===== src/rtl/mem_bus_arbiter_if.sv =====
// Requester and bus bundle for mem_bus_arbiter.
// slave = arbiter view, master = requester/bus-model view.
interface mem_bus_arbiter_if #(
    parameter int AW = 9,
    parameter int DW = 16
);
    logic          req0;
    logic [1:0]    cmd0;
    logic [AW-1:0] addr0;
    logic [DW-1:0] wdata0;
    logic          ack0;
    logic          req1;
    logic [1:0]    cmd1;
    logic [AW-1:0] addr1;
    logic [DW-1:0] wdata1;
    logic          ack1;
    logic [DW-1:0] rdata;
    logic [1:0]    grant;
    logic [1:0]    m_cmd;
    logic [AW-1:0] m_addr;
    logic [DW-1:0] write_data;
    logic [DW-1:0] read_data;

    modport slave (
        input  req0, cmd0, addr0, wdata0,
        input  req1, cmd1, addr1, wdata1,
        input  read_data,
        output ack0, ack1, rdata, grant,
        output m_cmd, m_addr, write_data
    );

    modport master (
        output req0, cmd0, addr0, wdata0,
        output req1, cmd1, addr1, wdata1,
        output read_data,
        input  ack0, ack1, rdata, grant,
        input  m_cmd, m_addr, write_data
    );
endinterface


===== src/rtl/mem_bus_arbiter.sv =====
// Two-requester round-robin arbiter for the shared memory/MMIO bus.
// One transaction at a time; every output comes straight from a flop.
module mem_bus_arbiter #(
    parameter int AW       = 9,
    parameter int DW       = 16,
    parameter int READ_LAT = 1
) (
    input  logic               clk,
    input  logic               reset,
    mem_bus_arbiter_if.slave   bus
);
    typedef enum logic [1:0] {IDLE, ISSUE, WAIT, DONE} state_t;

    localparam logic [1:0] CMD_NONE = 2'b00;
    localparam logic [1:0] CMD_RD   = 2'b01;
    localparam logic [1:0] CMD_WR   = 2'b10;
    localparam logic [2:0] LAT_INIT = 3'(READ_LAT - 1);

    state_t        state, state_n;
    logic          sel, sel_n;
    logic          prio, prio_n;
    logic [1:0]    lcmd, lcmd_n;
    logic [2:0]    cnt, cnt_n;
    logic          ack0_q, ack0_n;
    logic          ack1_q, ack1_n;
    logic [DW-1:0] rdata_q, rdata_n;
    logic [1:0]    grant_q, grant_n;
    logic [1:0]    m_cmd_q, m_cmd_n;
    logic [AW-1:0] m_addr_q, m_addr_n;
    logic [DW-1:0] wdata_q, wdata_n;
    logic          win;
    logic          pick;

    assign bus.ack0       = ack0_q;
    assign bus.ack1       = ack1_q;
    assign bus.rdata      = rdata_q;
    assign bus.grant      = grant_q;
    assign bus.m_cmd      = m_cmd_q;
    assign bus.m_addr     = m_addr_q;
    assign bus.write_data = wdata_q;

    // State and registered outputs; reset clears everything at once.
    always_ff @(posedge clk or posedge reset) begin
        if (reset) begin
            state    <= IDLE;
            sel      <= 1'b0;
            prio     <= 1'b0;
            lcmd     <= CMD_NONE;
            cnt      <= '0;
            ack0_q   <= 1'b0;
            ack1_q   <= 1'b0;
            rdata_q  <= '0;
            grant_q  <= 2'b00;
            m_cmd_q  <= CMD_NONE;
            m_addr_q <= '0;
            wdata_q  <= '0;
        end else begin
            state    <= state_n;
            sel      <= sel_n;
            prio     <= prio_n;
            lcmd     <= lcmd_n;
            cnt      <= cnt_n;
            ack0_q   <= ack0_n;
            ack1_q   <= ack1_n;
            rdata_q  <= rdata_n;
            grant_q  <= grant_n;
            m_cmd_q  <= m_cmd_n;
            m_addr_q <= m_addr_n;
            wdata_q  <= wdata_n;
        end
    end

    // Next state and next output values for the transaction sequencer.
    always_comb begin
        state_n  = state;
        sel_n    = sel;
        prio_n   = prio;
        lcmd_n   = lcmd;
        cnt_n    = cnt;
        ack0_n   = 1'b0;
        ack1_n   = 1'b0;
        rdata_n  = rdata_q;
        grant_n  = grant_q;
        m_cmd_n  = CMD_NONE;
        m_addr_n = m_addr_q;
        wdata_n  = wdata_q;
        win      = bus.req0 | bus.req1;
        pick     = (bus.req0 && bus.req1) ? prio : bus.req1;

        unique case (state)
            IDLE: begin
                grant_n = 2'b00;
                if (win) begin
                    sel_n    = pick;
                    state_n  = ISSUE;
                    grant_n  = pick ? 2'b10 : 2'b01;
                    lcmd_n   = pick ? bus.cmd1 : bus.cmd0;
                    m_addr_n = pick ? bus.addr1 : bus.addr0;
                    wdata_n  = pick ? bus.wdata1 : bus.wdata0;
                    // Unused encodings never reach the bus.
                    if (lcmd_n == CMD_RD || lcmd_n == CMD_WR)
                        m_cmd_n = lcmd_n;
                end
            end
            ISSUE: begin
                if (lcmd == CMD_RD) begin
                    cnt_n   = LAT_INIT;
                    m_cmd_n = CMD_RD;
                    state_n = WAIT;
                end else begin
                    state_n = DONE;
                    ack0_n  = ~sel;
                    ack1_n  = sel;
                    if (lcmd != CMD_WR)
                        rdata_n = '0;
                end
            end
            WAIT: begin
                if (cnt != 3'd0) begin
                    cnt_n   = cnt - 3'd1;
                    m_cmd_n = CMD_RD;
                end else begin
                    rdata_n = bus.read_data;
                    state_n = DONE;
                    ack0_n  = ~sel;
                    ack1_n  = sel;
                end
            end
            DONE: begin
                prio_n  = ~sel;
                grant_n = 2'b00;
                state_n = IDLE;
            end
        endcase
    end
endmodule

===== src/flat_wrapper.sv =====
// flat-port wrapper written by rule: the top's interface ports become plain ports
module mem_bus_arbiter_flat 
#(
    parameter int AW       = 9,
    parameter int DW       = 16,
    parameter int READ_LAT = 1
)
  (clk, reset, bus_req0, bus_cmd0, bus_addr0, bus_wdata0, bus_req1, bus_cmd1, bus_addr1, bus_wdata1, bus_read_data, bus_ack0, bus_ack1, bus_rdata, bus_grant, bus_m_cmd, bus_m_addr, bus_write_data);
  mem_bus_arbiter_if #(.AW(AW), .DW(DW)) bus_i ();
  input  logic clk;
  input  logic reset;
  input wire logic [$bits(bus_i.req0)-1:0] bus_req0;
  input wire logic [$bits(bus_i.cmd0)-1:0] bus_cmd0;
  input wire logic [$bits(bus_i.addr0)-1:0] bus_addr0;
  input wire logic [$bits(bus_i.wdata0)-1:0] bus_wdata0;
  input wire logic [$bits(bus_i.req1)-1:0] bus_req1;
  input wire logic [$bits(bus_i.cmd1)-1:0] bus_cmd1;
  input wire logic [$bits(bus_i.addr1)-1:0] bus_addr1;
  input wire logic [$bits(bus_i.wdata1)-1:0] bus_wdata1;
  input wire logic [$bits(bus_i.read_data)-1:0] bus_read_data;
  output wire logic [$bits(bus_i.ack0)-1:0] bus_ack0;
  output wire logic [$bits(bus_i.ack1)-1:0] bus_ack1;
  output wire logic [$bits(bus_i.rdata)-1:0] bus_rdata;
  output wire logic [$bits(bus_i.grant)-1:0] bus_grant;
  output wire logic [$bits(bus_i.m_cmd)-1:0] bus_m_cmd;
  output wire logic [$bits(bus_i.m_addr)-1:0] bus_m_addr;
  output wire logic [$bits(bus_i.write_data)-1:0] bus_write_data;
  assign bus_i.req0 = bus_req0;
  assign bus_i.cmd0 = bus_cmd0;
  assign bus_i.addr0 = bus_addr0;
  assign bus_i.wdata0 = bus_wdata0;
  assign bus_i.req1 = bus_req1;
  assign bus_i.cmd1 = bus_cmd1;
  assign bus_i.addr1 = bus_addr1;
  assign bus_i.wdata1 = bus_wdata1;
  assign bus_i.read_data = bus_read_data;
  assign bus_ack0 = bus_i.ack0;
  assign bus_ack1 = bus_i.ack1;
  assign bus_rdata = bus_i.rdata;
  assign bus_grant = bus_i.grant;
  assign bus_m_cmd = bus_i.m_cmd;
  assign bus_m_addr = bus_i.m_addr;
  assign bus_write_data = bus_i.write_data;
  mem_bus_arbiter #(.AW(AW), .DW(DW), .READ_LAT(READ_LAT)) u_core (.clk(clk), .reset(reset), .bus(bus_i));
endmodule

===== config.mk =====
export PLATFORM = sky130hd
export DESIGN_NAME = mem_bus_arbiter_flat
export DESIGN_NICKNAME = d
export VERILOG_FILES = /design/src/rtl/mem_bus_arbiter_if.sv /design/src/rtl/mem_bus_arbiter.sv /design/src/flat_wrapper.sv
export SDC_FILE = /design/constraint.sdc
export NUM_CORES = 1
export LEC_CHECK = 0
export ABC_AREA = 1
export CAP_MARGIN = 10
export CORE_ASPECT_RATIO = 1.5
export CORE_UTILIZATION = 40
export CTS_CLUSTER_DIAMETER = 40
export CTS_CLUSTER_SIZE = 12
export DETAILED_ROUTE_END_ITERATION = 10
export HOLD_SLACK_MARGIN = 0.06
export PLACE_DENSITY_LB_ADDON = 0.15
export SLEW_MARGIN = 20
export SYNTH_ARGS = -nofsm -noshare
export SYNTH_HDL_FRONTEND = slang
export SYNTH_SLANG_ARGS = --single-unit

===== constraint.sdc =====
create_clock -name clk -period 4.2 [get_ports clk]
set_clock_uncertainty 0.2 [all_clocks]
set_input_delay 0.42 -clock clk [delete_from_list [all_inputs] [get_ports clk]]
set_output_delay 0.42 -clock clk [all_outputs]
set_load 0.005 [all_outputs]

Word-level counts from Yosys, hierarchy flattened
Cells that the tools add are included.

Flip-flop bits (word level): 56. Word-level logic and storage cells: 67. Output and inout port bits: 47. Input port bits: 74.

Reductions and logical operators: 10. Muxes and demuxes: 29. Add/sub/neg operators: 1. Bitwise operators: 2. Eq/ne operators: 13.

Operator list (number): $mux W16 (4); $pmux W16 S2 (1); $mux W2 (7); $mux W9 (1); $mux W1 (8); $ne A2 B1 Y1 const B (4); $pmux W2 S4 (1); $eq A2 B1 Y1 const B (3); $eq A2 B2 Y1 const B (3); $mux W3 (2); $ne A2 B2 Y1 const B (3); $pmux W2 S3 (1); $pmux W3 S2 (1); $pmux W1 S2 (2); $pmux W2 S2 (1); $reduce_and A2 Y1 (2); $reduce_and A4 Y1 (1); $reduce_bool A2 Y1 (2); $reduce_and A3 Y1 (1); $reduce_bool A3 Y1 (1); $sub A3 B1 Y3 const B (1); $logic_not A2 Y1 (1); $logic_and A1 B1 Y1 (1); $logic_or A1 B1 Y1 (1); 2 further kinds (2).

Logic depth before layout (Yosys ltp)
Depth after elaboration: 8. Depth in mapped cells: 10. Gate-level depth less buffers: 9.

Worst setup path before layout
Ideal clock, no wire load.

Path type: reg-to-reg. Start point: register u_core.state[0]. End point: register u_core.m_addr_q[0] (netlist: u_core.bus.m_addr[0]). Period minus slack after synthesis: 1.613 ns. Slack: 2.587 ns. Path buffers: 1. Arrival: 1.293 ns. Library setup time: 0.120 ns. Stages on the path, launching flop included: 9. Data required time: 3.880 ns. Path through: dfrtp_1 > inv_1 > ha_1 > inv_1 > nor2_8 > inv_4 > buf_6 > a21oi_2 > a21oi_2.

Longest elaborated chain between the ends: 2.

RTL lines: start, declared (line mem_bus_arbiter.sv:19) `state_t state, state_n;`; start signal, assigned (line mem_bus_arbiter.sv:58) `state <= state_n;`; $logic_not A2 Y1 (line mem_bus_arbiter.sv:90) `unique case (state)`; $reduce_and A2 Y1 (no line); end signal, assigned (line mem_bus_arbiter.sv:68) `m_addr_q <= m_addr_n;`; end, declared (line mem_bus_arbiter.sv:29) `logic [AW-1:0] m_addr_q, m_addr_n;`.

No other way between the ends. A chain may end at the register's enable or synchronous reset.

Final worst setup path
Start point: input bus_req0. End point: register u_core.grant_q[0] (netlist: u_core.bus.grant[0]).

Longest elaborated chain between the ends: 5. Elaborated cells between the ends (all ways): 6. Those cells by class: mux: 4; bitwise: 1; reduce/logical: 1.

RTL lines: start, declared (line flat_wrapper.sv:12) `input wire logic [$bits(bus_i.req0)-1:0] bus_req0;`; $logic_and A1 B1 Y1 (line mem_bus_arbiter.sv:88) `pick = (bus.req0 && bus.req1) ? prio : bus.req1;`; $mux W1 (line mem_bus_arbiter.sv:88); $mux W2 (line mem_bus_arbiter.sv:96) `grant_n = pick ? 2'b10 : 2'b01;`; $mux W2 (*) (line mem_bus_arbiter.sv:93) `if (win) begin`; $pmux W2 S2 (*) (line mem_bus_arbiter.sv:90); end signal, assigned (line mem_bus_arbiter.sv:66) `grant_q <= grant_n;`; end, declared (line mem_bus_arbiter.sv:27) `logic [1:0] grant_q, grant_n;`.

Every way passes the cells marked *; elsewhere a longest branch is shown, timed or not.

==> metrics.md <==
| Metric | Value |
|---|---|
| Startpoint types | primary input |
| Post-synth top area share | 0.4969 |
| # Max-Cap Violations | 0 |
| Iteration-0 DRC Markers | 117 |
| Die H | 104.8 microns |
| Worst-margin pin slew | just under 0.9 ns |
| Final hold violations | 0 |
| Dominant synthesized flop cell | dfrtp_1 |
| Clock Tree Buf Depth | 2 |
| Global-route wire length before repair | 10.92 mm |
| Number of global-route vias before repair | 2337 |
| DP Area | 0.003974 sq mm |
| CTS HTree Levels | 2 |
| ANT cells | 0 |
| Sequential fraction of the synthesis area | 0.4969 |
| Layout cells sized above 1 | 0.1498 |
| CTS tree | done |
| Critical Path Max Stage Delay | 0.58 ns |
| Avg WL per Cell | about 13 microns |
| Seq cells post-synth | 56 |
| Asr flop ratio synth | 1.000 |
| Worst path slowest cell | nand2_2 |
| Critical path endpoint category | flip-flop |
| I/O pin count | between 100 and 150 |
| CTS sink cnt | 56 |
| Clock period minus worst slack | 2.378 ns |
| Die ar. | around 0.0074 sq mm |
| # setup viols final | 0 |
| TritonCTS Buffers | 5 |
| Hpwl dp | 4.716 mm |
| Cts hold-fix bufs | 0 |
| Initial antenna violation count | 0 |
| Worst Path Required | 4.21 ns |
| Largest cells by area after synthesis | dfrtp_1, a21oi_2, nand2_1 |
| Drt pass-1 iters | 7 |
| Clk pin slew, worst setup/hold paths | approximately 0.10 ns |
| Worst-Skew Late Latency | 0.31 ns |
| Cells along the critical path | clkdlybuf4s50_1, nand2_2, nand2_2, inv_2, o31ai_1 |
| Drt drc | 20 |
| CTS root buf | clkbuf_8 |
| Synth unique cells | 28 |
| Most frequent cell after synthesis | nand2_1 |
| Core Box Area | 0.006852 sq mm |
| Crit Path Max Fanout | 29 |
| Final Cell Area | 0.004051 sq mm |
| Worst vdd ir | approximately 0.30 mV |
| Period utilization | 0.5661 |
| Vias per cell | 4.858 |
| PwrDens | between 600 and 700 mW/mm^2 |
| Port Buffers | 120 |
| Die W | between 70 and 80 microns |
| Number of synthesized flops with an enable pin | 0 |
| Worst Path Class, Setup | in2reg |
| Post-Layout Cell Count | 492 |
| Post-CTS Resized | 0 |
| Post-route ant nets | 0 |
| Violated checks | DRC |
| Design Power | between 0.002 and 0.003 W |
| FILL cells | 632 |
| Synthesis-to-layout area growth | 43.66% |
| Max-slew violations | 0 |
| Most Frequent Cell on Critical Path | nand2_2 |
| Final WL | approximately 6.5 mm |
| Most area-hungry cell type in the Yosys netlist | dfrtp_1 |
| Syn Nets | around 380 |
| HP Class | reg2reg |
| Post-CTS setup buffer count | 0 |
| Row Count | 37 |
| Top post-synthesis cells by count | nand2_1, dfrtp_1, a21oi_2 |
| Vias | approximately 2400 |
| Routability cong. | 0.7700 |
| Slew HR | 0.4044 |
| Synth Cell Area | between 0.002 and 0.003 sq mm |
| Nets | 496 |
| Ys Warns | 0 |
| Max Freq | 420.6 MHz |
| Syn_area_per_cell | 9.369 sq um |
| Total GRT Usage | 0.1862 |
| Lkg Pwr | ~1.7 nW |
| Cells after synthesis | 301 |
| Status | complete, but fails checks |
| Placed cells | just under 500 |
| Setup tns final | 0 ns |
| Initial Util | 0.4116 |
| Total grt overflow | 0 |
| Worst-case hold slack | 0.2822 ns |
| Critical path buffers and inverters | 2 |
| Largest net degree at the start of global routing | between 40 and 50 |
| Worst path arrival time | about 2.4 ns |
| CP delay by family, top | buffers and inverters |
| Unrepaired setup endpoints after global routing | no |
flip-flops by register name, summed over array words and instances, names as in the netlist:
register,count
u_core.sel,1
u_core.bus.rdata,16
u_core.state,2
u_core.bus.ack1,1
u_core.cnt,3
u_core.bus.grant,2
u_core.lcmd,2
u_core.prio,1
u_core.bus.write_data,16
u_core.bus.m_cmd,2
u_core.bus.ack0,1
u_core.bus.m_addr,9
power by group:
| group | switching [W] | leakage (nW) | internal (W) |
|---|---|---|---|
| clock | 0.000168 | 0.0410 | 0.000114 |
| combinational | 0.000693 | 0.961 | 0.000690 |
| sequential | 0.000137 | 0.687 | 0.000786 |
| total | 0.000999 | 1.69 | 0.00159 |
routing by layer:
metal | global-route usage | vias up | part of all wire
met1 | 0.2262 | 1109 | 0.41
met5 | 0 | - | 0
met3 | 0.04436 | 6 | 0.071
li1 | - | 1197 | -
met2 | 0.3266 | 78 | 0.51
met4 | 0.05143 | 0 | 0.010
layout by cell type, fill, tap and decap left out, types with 3 or more instances in the layout:
cell / count
clkbuf_8: 5
o21ai_0: 6
dfrtp_1: 56
inv_2: 4
o21ai_1: 16
nand3_1: 6
nand2_1: 78
inv_1: 12
nor2_1: 30
ha_1: 8
nand2_2: 5
o22ai_1: 3
clkdlybuf4s50_1: 120
a21oi_2: 39
a21oi_1: 13
final timing paths:
kind,startpoint,end,cells after the start,slack [ns]
worst max-delay path,bus_req0,u_core.bus.grant[0],5,1.82
worst min-delay path,u_core.sel,u_core.bus.ack0,1,0.28
worst max register to register,u_core.state[0],u_core.bus.rdata[14],6,1.94
worst min register to register,u_core.sel,u_core.bus.ack0,1,0.28
max in group asynchronous,reset,u_core.bus.m_addr[6],3,2.64
min in group asynchronous,reset,u_core.bus.rdata[0],2,0.42
cells by family (layout without fill, tap and decap cells):
family,count (synthesis),count (layout),share of synthesized area
AO/OA/AOI/OAI,78,78,0.1925
flip-flops,56,56,0.4969
adder cells (fa/ha/maj),8,8,0.03549
AND/OR/NAND/NOR,126,126,0.1943
XOR/XNOR,1,1,0.003106
buffers and inverters,32,145,0.07764
worst register-to-register path: stages, from the launching register on:
cell and delay (ns):
dfrtp_1 0.44, inv_1 0.14, ha_1 0.62, or2_1 0.24, nand3_4 0.28, nand2_1 0.16, o21ai_1 0.07
through the flow:
| stage | util | worst slack (ns) |
|---|---|---|
| after global routing | 0.5913 | 1.639 |
| final | 0.5913 | 1.822 |
| after detailed placement | 0.5800 | 1.447 |
| after global placement | 0.5800 | 1.511 |
| after floorplan | - | 2.209 |
| after CTS | 0.5913 | 1.769 |
layout make-up:
class | instances | area, sq um | share of cell area
sequential | 56 | 1401 | 0.3459
multi-input combinational | 213 | 1200 | 0.2962
inverter | 17 | 66.31 | 0.01637
clock inverter | 1 | 5.005 | 0.001235
timing repair buffer | 121 | 1209 | 0.2983
clock buffer | 6 | 72.57 | 0.01791
tap | 78 | 97.59 | 0.02409
No activity file was read; power rests on OpenSTA's default activity.
